==> config.mk <==
export PLATFORM = sky130hd
export DESIGN_NAME = jt51_lfo_multi_flat
export DESIGN_NICKNAME = d
export VERILOG_FILES = /design/src/rtl/jt51_lfo_multi_pkg.sv /design/src/rtl/jt51_lfo_multi_if.sv /design/src/rtl/jt51_lfo_multi_shape.sv /design/src/rtl/jt51_lfo_multi.sv /design/src/flat_wrapper.sv
export SDC_FILE = /design/constraint.sdc
export NUM_CORES = 1
export LEC_CHECK = 0
export BUFFER_PORTS_ARGS = -buffer_cell sky130_fd_sc_hd__buf_2
export CORE_ASPECT_RATIO = 0.75
export CORE_MARGIN = 2
export CORE_UTILIZATION = 45
export DETAILED_ROUTE_END_ITERATION = 12
export HOLD_SLACK_MARGIN = 0.15
export PLACE_DENSITY = 0.65
export SLEW_MARGIN = 0
export SYNTH_ARGS = -nofsm -noshare
export SYNTH_HDL_FRONTEND = slang
export SYNTH_HIERARCHICAL = 1
export SYNTH_SLANG_ARGS = --single-unit
==> constraint.sdc <==
create_clock -name clk -period 10.2 [get_ports clk]
set_input_delay 2.04 -clock clk [delete_from_list [all_inputs] [get_ports clk]]
set_output_delay 2.04 -clock clk [all_outputs]
set_load 0.02 [all_outputs]
==> src/rtl/jt51_lfo_multi_pkg.sv <==
// Shared constants and helpers for the multi-LFO block: waveform codes,
// config register map, noise LFSR definition and phase increment decode.
package jt51_lfo_pkg;

  typedef enum logic [1:0] {
    SAW    = 2'd0,
    SQUARE = 2'd1,
    TRIANG = 2'd2,
    NOISE  = 2'd3
  } wave_e;

  typedef enum logic [1:0] {
    REG_FREQ  = 2'd0,
    REG_DEPTH = 2'd1,
    REG_WAVE  = 2'd2,
    REG_SYNC  = 2'd3
  } reg_e;

  localparam logic [16:0] LFSR_SEED  = 17'h1;
  localparam int          LFSR_TAP_A = 16;
  localparam int          LFSR_TAP_B = 13;

  function automatic logic [16:0] lfsr_next(input logic [16:0] s);
    return {s[15:0], s[LFSR_TAP_A] ^ s[LFSR_TAP_B]};
  endfunction

  // Mantissa {1,freq[3:0]} scaled by the exponent freq[7:4]; zero freq stops the LFO.
  function automatic logic [19:0] lfo_inc(input logic [7:0] freq);
    if (freq == 8'd0) return '0;
    return 20'({1'b1, freq[3:0]}) << freq[7:4];
  endfunction

endpackage

==> src/rtl/jt51_lfo_multi_if.sv <==
// Configuration write bus of the multi-LFO block.
interface jt51_lfo_multi_if #(
  parameter int N = 2
);
  localparam int AW = $clog2(N) + 2;

  logic          cfg_we;
  logic [AW-1:0] cfg_addr;
  logic [7:0]    cfg_din;

  modport master (output cfg_we, cfg_addr, cfg_din);
  modport slave  (input  cfg_we, cfg_addr, cfg_din);
endinterface

==> src/rtl/jt51_lfo_multi_shape.sv <==
// Waveform select and depth scaling for one LFO visit (purely combinational).
module jt51_lfo_shape
  import jt51_lfo_pkg::*;
(
  input  logic [8:0] phase_i,
  input  wave_e      wave_i,
  input  logic [7:0] nreg_i,
  input  logic [6:0] amd_i,
  input  logic [6:0] pmd_i,
  output logic [7:0] am_o,
  output logic [7:0] pm_o
);

  logic        m;
  logic [7:0]  t;
  logic [7:0]  u;
  logic [7:0]  trv;
  logic [7:0]  aw;
  logic [7:0]  pw;
  logic [14:0] am_prod;
  logic signed [15:0] pm_prod;

  assign m   = phase_i[8];
  assign t   = phase_i[8:1];
  assign u   = phase_i[7:0];
  assign trv = m ? ~u : u;

  always_comb begin
    aw = '0;
    pw = '0;
    case (wave_i)
      SAW: begin
        aw = ~t;
        pw = t ^ 8'h80;
      end
      SQUARE: begin
        aw = m ? 8'h00 : 8'hFF;
        pw = m ? 8'h80 : 8'h7F;
      end
      TRIANG: begin
        aw = trv;
        pw = trv ^ 8'h80;
      end
      default: begin
        aw = nreg_i;
        pw = nreg_i ^ 8'h80;
      end
    endcase
  end

  // Depth is 7-bit, so a >>7 keeps the product inside the 8-bit output range.
  assign am_prod = 15'(aw) * 15'(amd_i);
  assign pm_prod = 16'($signed(pw)) * 16'($signed({1'b0, pmd_i}));

  assign am_o = am_prod[14:7];
  assign pm_o = (pmd_i == 7'd0) ? 8'h00 : pm_prod[14:7];

endmodule

==> src/rtl/jt51_lfo_multi.sv <==
// N independent LFOs sharing one time-multiplexed two-stage datapath:
// stage 0 advances the visited phase, stage 1 shapes and scales it.
module jt51_lfo_multi
  import jt51_lfo_pkg::*;
#(
  parameter int N  = 2,
  parameter int PW = 22
) (
  input  logic            clk,
  input  logic            rst,
  input  logic            cen,
  jt51_lfo_multi_if.slave cfg,
  input  logic [1:0]      test,
  output logic [8*N-1:0]  am,
  output logic [8*N-1:0]  pm,
  output logic [N-1:0]    upd
);

  localparam int SW = (N > 1) ? $clog2(N) : 1;
  localparam int AW = $clog2(N) + 2;

  logic [PW-1:0] phase_q [N];
  logic [PW-1:0] phase_d [N];
  logic [7:0]    freq_q  [N];
  logic [7:0]    freq_d  [N];
  logic [6:0]    amd_q   [N];
  logic [6:0]    amd_d   [N];
  logic [6:0]    pmd_q   [N];
  logic [6:0]    pmd_d   [N];
  wave_e         wave_q  [N];
  wave_e         wave_d  [N];
  logic [7:0]    nreg_q  [N];
  logic [7:0]    nreg_d  [N];
  logic [N-1:0]  pend_q;
  logic [N-1:0]  pend_d;

  logic [16:0]   lfsr_q;
  logic [SW-1:0] slot_q;
  logic          s1_valid_q;
  logic [SW-1:0] s1_slot_q;
  logic [8*N-1:0] am_q;
  logic [8*N-1:0] pm_q;
  logic [N-1:0]  upd_q;

  logic [SW-1:0] wr_idx;
  logic          wr_ok;
  logic [PW-1:0] inc;
  logic [PW:0]   sum;
  logic [8:0]    s1_top;
  logic [7:0]    sh_am;
  logic [7:0]    sh_pm;

  if (N > 1) begin : g_idx
    assign wr_idx = cfg.cfg_addr[AW-1:2];
  end else begin : g_idx1
    assign wr_idx = '0;
  end

  assign wr_ok = cfg.cfg_we && ({1'b0, wr_idx} < (SW+1)'(N));
  assign inc   = PW'(lfo_inc(freq_q[slot_q]));
  assign sum   = {1'b0, phase_q[slot_q]} + {1'b0, inc};

  // Stage 0 for the visited slot, then config writes; a sync write lands after
  // the pending clear so a write racing its own visit waits for the next one.
  always_comb begin
    phase_d = phase_q;
    freq_d  = freq_q;
    amd_d   = amd_q;
    pmd_d   = pmd_q;
    wave_d  = wave_q;
    nreg_d  = nreg_q;
    pend_d  = pend_q;
    if (pend_q[slot_q]) begin
      phase_d[slot_q] = '0;
      pend_d[slot_q]  = 1'b0;
    end else if (!test[0]) begin
      phase_d[slot_q] = sum[PW-1:0];
      if (sum[PW] || test[1]) nreg_d[slot_q] = lfsr_q[7:0];
    end
    if (wr_ok) begin
      case (reg_e'(cfg.cfg_addr[1:0]))
        REG_FREQ:  freq_d[wr_idx] = cfg.cfg_din;
        REG_DEPTH: begin
          if (cfg.cfg_din[7]) pmd_d[wr_idx] = cfg.cfg_din[6:0];
          else                amd_d[wr_idx] = cfg.cfg_din[6:0];
        end
        REG_WAVE:  wave_d[wr_idx] = wave_e'(cfg.cfg_din[1:0]);
        default:   pend_d[wr_idx] = 1'b1;
      endcase
    end
  end

  assign s1_top = phase_q[s1_slot_q][PW-1 -: 9];

  jt51_lfo_shape u_shape (
    .phase_i (s1_top),
    .wave_i  (wave_q[s1_slot_q]),
    .nreg_i  (nreg_q[s1_slot_q]),
    .amd_i   (amd_q[s1_slot_q]),
    .pmd_i   (pmd_q[s1_slot_q]),
    .am_o    (sh_am),
    .pm_o    (sh_pm)
  );

  always_ff @(posedge clk) begin
    if (rst) begin
      phase_q    <= '{default: '0};
      freq_q     <= '{default: '0};
      amd_q      <= '{default: '0};
      pmd_q      <= '{default: '0};
      wave_q     <= '{default: SAW};
      nreg_q     <= '{default: '0};
      pend_q     <= '0;
      lfsr_q     <= LFSR_SEED;
      slot_q     <= '0;
      s1_valid_q <= 1'b0;
      s1_slot_q  <= '0;
      am_q       <= '0;
      pm_q       <= '0;
      upd_q      <= '0;
    end else if (cen) begin
      phase_q    <= phase_d;
      freq_q     <= freq_d;
      amd_q      <= amd_d;
      pmd_q      <= pmd_d;
      wave_q     <= wave_d;
      nreg_q     <= nreg_d;
      pend_q     <= pend_d;
      lfsr_q     <= lfsr_next(lfsr_q);
      slot_q     <= (slot_q == SW'(N-1)) ? '0 : slot_q + 1'b1;
      s1_valid_q <= 1'b1;
      s1_slot_q  <= slot_q;
      if (s1_valid_q) begin
        am_q[8*s1_slot_q +: 8] <= sh_am;
        pm_q[8*s1_slot_q +: 8] <= sh_pm;
        upd_q <= N'(1) << s1_slot_q;
      end else begin
        upd_q <= '0;
      end
    end
  end

  assign am  = am_q;
  assign pm  = pm_q;
  assign upd = upd_q;

endmodule
==> src/flat_wrapper.sv <==
// flat-port wrapper written by rule: the top's interface ports become plain ports
module jt51_lfo_multi_flat import jt51_lfo_pkg::*;
#(
  parameter int N  = 2,
  parameter int PW = 22
)
  (clk, rst, cen, test, am, pm, upd, cfg_cfg_we, cfg_cfg_addr, cfg_cfg_din);
  jt51_lfo_multi_if #(.N(N)) cfg_i ();
  input  logic clk;
  input  logic rst;
  input  logic cen;
  input  logic [1:0] test;
  output logic [8*N-1:0] am;
  output logic [8*N-1:0] pm;
  output logic [N-1:0] upd;
  input wire logic [$bits(cfg_i.cfg_we)-1:0] cfg_cfg_we;
  input wire logic [$bits(cfg_i.cfg_addr)-1:0] cfg_cfg_addr;
  input wire logic [$bits(cfg_i.cfg_din)-1:0] cfg_cfg_din;
  assign cfg_i.cfg_we = cfg_cfg_we;
  assign cfg_i.cfg_addr = cfg_cfg_addr;
  assign cfg_i.cfg_din = cfg_cfg_din;
  jt51_lfo_multi #(.N(N), .PW(PW)) u_core (.clk(clk), .rst(rst), .cen(cen), .cfg(cfg_i), .test(test), .am(am), .pm(pm), .upd(upd));
endmodule
==> results of run 1 <==
logic make-up after synthesis:
| group | share of synthesized area |
|---|---|
| AO/OA/AOI/OAI | 0.137 |
| multiplexers | 0.119 |
| XOR/XNOR | 0.0213 |
| flip-flops | 0.266 |
| adder cells (fa/ha/maj) | 0.196 |
| AND/OR/NAND/NOR | 0.205 |
| buffers and inverters | 0.0562 |
final cells by class:
| cell class | instances | share of cell area |
|---|---|---|
| Sequential cell | 164 | 0.243 |
| Clock inverter | 13 | 0.0163 |
| Multi-Input combinational cell | 1088 | 0.622 |
| Antenna cell | 1 | 0.000185 |
| Clock buffer | 18 | 0.0325 |
| Tap cell | 351 | 0.0325 |
| Inverter | 112 | 0.0311 |
| Timing Repair Buffer | 56 | 0.0220 |
per-stage QoR:
step	hold WS [ps]	utilization	instance area, µm²	total power, mW	setup WS (ps)
finish	452	0.500	13500	1.49	2650
global route	471	0.500	13500	1.54	2040
CTS	454	0.500	13500	1.50	2710
detailed placement	444	0.476	12800	0.766	2740
global placement	434	0.476	12800	0.765	2910
floorplan	419	-	12400	0.738	3530
report_power, final:
part	switching, mW	internal (mW)
Sequential	0.00569	0.645
Clock	0.291	0.445
Combinational	0.0667	0.0346
Total	0.363	1.13
worst max-delay path: stages, from the launching register on:
cell and delay, ps:
dfxtp_1 860, buf_4 400, mux2_2 410, inv_1 200
nand2_1 250, o22ai_1 130, nand2_1 100, nand2_1 60
a21oi_1 390, and2_1 220, fa_1 450, fa_1 470
fa_1 550, inv_1 60, fa_1 520, inv_1 40
ha_1 320, a21oi_1 140, o21ai_0 140, a2111oi_0 720
a211oi_2 230, a311oi_1 370, xnor2_1 190, nand2_1 70
a21oi_1 160
registers in the layout, indices dropped and copies added (netlist names):
| register | flops |
|---|---|
| u_core/nreg_q | 16 |
| u_core/lfsr_q | 17 |
| u_core/phase_q | 44 |
| u_core/amd_q | 14 |
| u_core/slot_q | 1 |
| u_core/pmd_q | 14 |
| u_core/freq_q | 16 |
| u_core/upd | 2 |
| u_core/am | 16 |
| u_core/pm | 16 |
| u_core/wave_q | 4 |
| u_core/pend_q | 2 |
| u_core/s1_slot_q | 1 |
| u_core/s1_valid_q | 1 |
how the worst min path moves through the flow:
stage	end	depth (start not counted)	slack (ps)	start
after floorplan	u_core/phase_q[10]$_SDFFE_PP0P_	2	420	u_core/phase_q[10]$_SDFFE_PP0P_
after detailed placement	u_core/pm[8]$_SDFFE_PP0P_	2	440	u_core/pm[8]$_SDFFE_PP0P_
after global routing	u_core/pm[0]$_SDFFE_PP0P_	2	470	u_core/pm[0]$_SDFFE_PP0P_
final	u_core/am[2]$_SDFFE_PP0P_	2	450	u_core/am[2]$_SDFFE_PP0P_
after CTS	u_core/pm[8]$_SDFFE_PP0P_	2	450	u_core/pm[8]$_SDFFE_PP0P_
after global placement	u_core/phase_q[32]$_SDFFE_PP0P_	2	430	u_core/phase_q[32]$_SDFFE_PP0P_
cells in the final DEF, fill, tap and decap left out, types with 5 or more instances in the layout:
cell type and n:
a32o_1 12, nor2_1 135, o211ai_1 5, nand2_1 151, a22o_1 5, a21oi_1 84
nor2b_1 32, xnor2_1 23, o31ai_1 7, and3_1 13, ha_1 78, nor3_1 7
a22oi_1 15, nor4_1 8, or2_2 10, nand3_1 24, a21o_1 20, inv_1 112
fa_1 72, buf_4 7, mux2i_1 82, buf_2 49, clkbuf_16 17, or3_1 10
o21a_1 5, a31oi_1 10, o21ai_0 29, bufinv_16 5, mux2_2 58, nand2b_1 39
xor2_1 7, dfxtp_1 163, a32oi_1 8, nand4_1 5, o21bai_1 9, o22ai_1 11
and2_1 50, a211oi_1 6
routing by layer:
layer | share of wire | GRT usage | vias to the layer above
met2 | 0.43 | 0.317 | 248
met5 | 0 | 0 | -
met4 | 0.011 | 0.0599 | 0
met3 | 0.052 | 0.0360 | 22
met1 | 0.51 | 0.314 | 4836
li1 | - | - | 4923
==> summary.txt, run 1 <==
Status
  • Status: finished, final reports clean

Global route
  • Vias in the first global route: 9573
  • Gr ovfl total: 0
  • Global-route wire length before repair: 49300 µm
  • GRT Total Usage: 0.212
  • Initial antenna violation count: 1
  • Largest net degree at the start of global routing: 70

Synthesis
  • Cells after synthesis: 1424
  • Synthesized area per cell: 8.68 µm²
  • Yosys cell types: 71
  • Synthesized area: 12400 µm²
  • Synth Flop Type: dfxtp_1
  • Most frequent cell after synthesis: dfxtp_1
  • Syn Nets: 1591
  • Ys Warns: 6
  • Area leader, netlist: dfxtp_1
  • Synth top area cells: dfxtp_1 27%, fa_1 12%, ha_1 7.9%
  • Commonest cells post-synth: 164 x dfxtp_1, 151 x nand2_1, 135 x nor2_1, 112 x inv_1, 84 x a21oi_1
  • EDFF count, synth: 0
  • Synthesized flop and latch total: 164
  • Share of the synthesized area in the top cell type: 0.266
  • Sequential fraction of the synthesis area: 0.266
  • Async set-reset flop share out of synthesis: 0

Worst setup path
  • Worst R2R Setup Slack: 2650 ps
  • CP Class: flop to flop
  • Crit Path Max Fanout: 20
  • Nature of the critical path startpoint: flop
  • R2r startpoint: u_core/s1_slot_q$_SDFFE_PP0P_
  • CP Capture Type: flop
  • Setup crit end: u_core/am[7]$_SDFFE_PP0P_
  • CP arrival: 7930 ps
  • CP Launch Point: u_core/s1_slot_q$_SDFFE_PP0P_
  • Reg2Reg Depth: 24
  • FF-to-FF End: u_core/am[7]$_SDFFE_PP0P_
  • Worst EP required: 10580 ps

Floorplanning
  • Core Rows: 52
  • Die Height: 148 µm
  • Top Ports: 51
  • Die W: 195 µm
  • Core area: 27000 µm²
  • Initial Util: 0.458
  • Full die area: 28800 µm²

Placement
  • Port Buffers: 50
  • Placer Congestion: 0.920
  • Hpwl dp: 22400 µm
  • Placed cell count: 1771

Clock network
  • Reg clk slew, reported paths: 70 ps
  • Clock Path Buffers: 2
  • CTS HTree Levels: 4
  • Post-CTS setup buffers: 0
  • Clock buffer count from CTS: 17
  • CTS tree: yes
  • CTS root buffer: clkbuf_16
  • Clock latency on the worst-skew pair: 450 ps
  • Hold buffer count at CTS: 0
  • Gates resized, CTS repair: 0
  • Sink Count: 164

Routing
  • Drt drc: 0
  • Drt wl/cell: 16.7 µm
  • Detail Route Antenna Nets: 0
  • DR iter-0 viols: 813
  • DR vias/cell: 5.56
  • DRT Wirelength: 30100 µm
  • Drt pass-1 iters: 6
  • Via count: 10029

Cells and area
  • Final cell count without fillers: 1803
  • Share of cells above drive strength 1: 0.119
  • Nets: 1606
  • # fillers: 2533
  • Sequential Area: 3280 µm²
  • Area taken by multi-input logic gates: 8400 µm²
  • Area growth, synth to finish: 9.27%

Timing
  • Period utilization: 0.740
  • Fin. Hold Viols: 0
  • Slew HR: 0.237
  • Worst-margin pin slew: 1140 ps
  • RSZ-0062 raised after global routing: false
  • Endpoints failing setup: 0
  • Max Slew Vio Count: 0
  • Final min period: 7550 ps
  • Skew final: 12.2 ps
  • Final TNS setup: 0 ps
  • Max Clock Freq: 132 MHz

Pwr
  • Worst ir drop on vdd: 0.111 mV
  • Leak Pwr: 6.08 nW
  • PD cells: 110 nW/µm²

Flow run
  • Max Cap Violations: 0

Min path
  • Hold crit path type: flop to flop
Power figures use the tool's default switching activity.
==> run 2: changes to the inputs <==
==> constraint.sdc (replaced) <==
create_clock -name clk -period 7.6 [get_ports clk]
set_input_delay 1.52 -clock clk [delete_from_list [all_inputs] [get_ports clk]]
set_output_delay 1.52 -clock clk [all_outputs]
set_load 0.02 [all_outputs]
==> run 2 against run 1 <==
Count of clock-buffer cells in the layout rose by 2. Maximum frequency rose by 11%. Worst setup slack got worse by 1800 ps.
==> summary.txt, run 2 (synthesis gave the netlist of run 1 again) <==
Clock network
  • Reg clk slew, reported paths: 70 ps (about the same)
  • CTS root buffer: clkbuf_16 (unchanged)
  • Hold buffer count at CTS: 0 (unchanged)
  • Sink Count: 164 (unchanged)
  • CTS HTree Levels: 4 (unchanged)
  • CTS tree: yes (unchanged)
  • Clock buffer count from CTS: 17 (unchanged)
  • Gates resized, CTS repair: 0 (unchanged)
  • Post-CTS setup buffers: 0 (unchanged)
  • Clock Path Buffers: 2 (unchanged)
  • Clock latency on the worst-skew pair: 440 ps (was 450 ps)

Cells and area
  • Max FFs per register: 44 (unchanged)
  • Final Util: 0.499 (was 0.500)
  • Final cell count without fillers: 1805 (was 1803)
  • Most frequent cells in the layout: 163 x dfxtp_1, 151 x nand2_1, 135 x nor2_1 (unchanged)
  • Design area: 13500 µm² (about the same)
  • # fillers: 2529 (was 2533)
  • Nets: 1607 (was 1606)
  • Share of cells above drive strength 1: 0.119 (about the same)
  • Top flop regs: u_core/phase_q (44), u_core/lfsr_q (17) (unchanged)
  • Reg with most FFs: u_core/phase_q (unchanged)
  • Commonest non-fill, non-tap cell in the layout: dfxtp_1 (unchanged)
  • Area growth, synth to finish: 8.99% (was 9.27%)

Placement
  • Placed cell count: 1772 (was 1771)
  • Post-DP Area: 12900 µm² (was 12800 µm²)
  • Placer Congestion: 0.901 (was 0.920)
  • Hpwl dp: 22100 µm (was 22400 µm)
  • Port Buffers: 50 (unchanged)

Global route
  • Largest net degree at the start of global routing: 94 (was 70)
  • Vias in the first global route: 9785 (was 9573)
  • Global-route wire length before repair: 50000 µm (was 49300 µm)
  • Gr ovfl total: 0 (unchanged)
  • GRT Total Usage: 0.215 (was 0.212)
  • Initial antenna violation count: 1 (unchanged)

Min path
  • Hold Startpoint: u_core/am[2]$_SDFFE_PP0P_ (unchanged)
  • Hold crit path type: flop to flop (unchanged)

Routing
  • Drt drc: 0 (unchanged)
  • DR iter-0 viols: 691 (was 813)
  • Drt pass-1 iters: 5 (was 6)
  • Drt wl/cell: 16.6 µm (was 16.7 µm)
  • DR vias/cell: 5.56 (about the same)
  • Via count: 10034 (was 10029)
  • Detail Route Antenna Nets: 0 (unchanged)
  • DRT Wirelength: 29900 µm (was 30100 µm)

Timing
  • Final min period: 6790 ps (was 7550 ps)
  • Max Slew Vio Count: 0 (unchanged)
  • Final TNS setup: 0 ps (unchanged)
  • Endpoints failing setup: 0 (unchanged)
  • Slew HR: 0.231 (was 0.237)
  • Max Clock Freq: 147 MHz (was 132 MHz)
  • Fin. Hold Viols: 0 (unchanged)
  • Worst-margin pin slew: 1140 ps (about the same)
  • Skew final: 14.5 ps (was 12.2 ps)
  • Hold_ws: 452 ps (about the same)
  • Period utilization: 0.894 (was 0.740)
  • RSZ-0062 raised after global routing: false (unchanged)

Worst setup path
  • CP top delay family: adder cells (unchanged)
  • CP arrival: 7170 ps (was 7930 ps)
  • Worst path most repeated cell: fa_1
  • Worst Path Buf+Inv: 4 (unchanged)
  • Worst R2R Setup Slack: 810 ps (was 2650 ps)
  • CP Launch Point: u_core/s1_slot_q$_SDFFE_PP0P_ (unchanged)
  • Nature of the critical path startpoint: flop (unchanged)
  • Slowest-stage cell, CP: a2111oi_0 (was dfxtp_1)
  • Critical path, cell by cell: buf_4 -> mux2_2 -> and2_1 -> a22o_1 -> or3b_4 -> nand2b_1 -> fa_1 -> fa_1 -> inv_1 -> fa_1 -> inv_1 -> fa_1 -> inv_1 -> ha_1 -> a21oi_1 -> o21ai_0 -> a2111oi_0 -> a211oi_2 -> a311oi_1 -> xnor2_1 -> nand2_1 -> a21oi_1 (was buf_4 -> mux2_2 -> inv_1 -> nand2_1 -> o22ai_1 -> nand2_1 -> nand2_1 -> a21oi_1 -> and2_1 -> fa_1 -> fa_1 -> fa_1 -> inv_1 -> fa_1 -> inv_1 -> ha_1 -> a21oi_1 -> o21ai_0 -> a2111oi_0 -> a211oi_2 -> a311oi_1 -> xnor2_1 -> nand2_1 -> a21oi_1)
  • Worst EP required: 7980 ps (was 10580 ps)
  • CP Class: flop to flop (unchanged)
  • R2r startpoint: u_core/s1_slot_q$_SDFFE_PP0P_ (unchanged)
  • Crit-path max cell delay: 740 ps (was 860 ps)
  • Crit Path Max Fanout: 20 (unchanged)
  • CP Capture Type: flop (unchanged)

Pwr
  • Clock network power share: 0.479 (was 0.495)
  • Pint: 1.45 mW (was 1.13 mW)
  • Power share of the combinational group: 0.071 (was 0.068)
  • PD cells: 144 nW/µm² (was 110 nW/µm²)
  • Sw Share: 0.253 (was 0.244)
  • Worst ir drop on vdd: 0.165 mV (was 0.111 mV)
  • Leak Pwr: 6.06 nW (was 6.08 nW)
  • Sequential share of power: 0.451 (was 0.437)
  • P_sw: 0.489 mW (was 0.363 mW)

Floorplanning
  • Full die area: 28800 µm² (unchanged)
  • Die Height: 148 µm (unchanged)
  • Top Ports: 51 (unchanged)
  • Die W: 195 µm (unchanged)
  • Initial Util: 0.458 (unchanged)
  • Core area: 27000 µm² (unchanged)
  • Core Rows: 52 (unchanged)

Status
  • Status: finished, final reports clean (unchanged)

Flow run
  • Max Cap Violations: 0 (unchanged)
==> run 2: layout make-up <==
type | count | area [µm²] | share of cell area
repair buffers | 57 | 305 | 0.0227
diodes | 1 | 2.50 | 0.000186
inverters | 112 | 420 | 0.0312
multi-input cells | 1088 | 8400 | 0.624
well taps | 351 | 439 | 0.0326
flip-flops and latches | 164 | 3280 | 0.244
clock inverters | 12 | 170 | 0.0126
clock buffers | 20 | 447 | 0.0332
==> run 2: tightest hold or removal path: stages, from the launching register on <==
cell     delay [ps]
dfxtp_1         310
nand2_1          50
a21oi_1          50
==> run 2: path summary, 6_finish.rpt <==
check | endpoint | depth (start not counted)
min reg2reg | u_core/am[2]$_SDFFE_PP0P_ | 2
max reg2reg | u_core/am[7]$_SDFFE_PP0P_ | 22
min | u_core/am[2]$_SDFFE_PP0P_ | 2
max | u_core/am[7]$_SDFFE_PP0P_ | 22
==> run 2: routing by layer <==
layer	up-vias	track usage	share of wire
met5	-	0	0
met4	0	0.0618	0.015
met3	42	0.0379	0.050
met2	231	0.321	0.43
met1	4838	0.318	0.51
li1	4923	-	-
==> run 2: metrics by stage <==
stage               total power, mW  worst slack (ps)
detailed placement             1.03               806
global placement               1.03              1000
finish                         1.94               809
CTS                            1.96               781
floorplan                     0.991               934
global route                   2.00               192
==> run 2: power by group through the flow <==
stage / logic, mW / clock network [mW] / registers [mW]
after floorplan: 0.101 / 0 / 0.889
after global routing: 0.151 / 0.978 / 0.873
after detailed placement: 0.135 / 0 / 0.892
after CTS: 0.136 / 0.948 / 0.872
final: 0.136 / 0.926 / 0.872
after global placement: 0.134 / 0 / 0.892
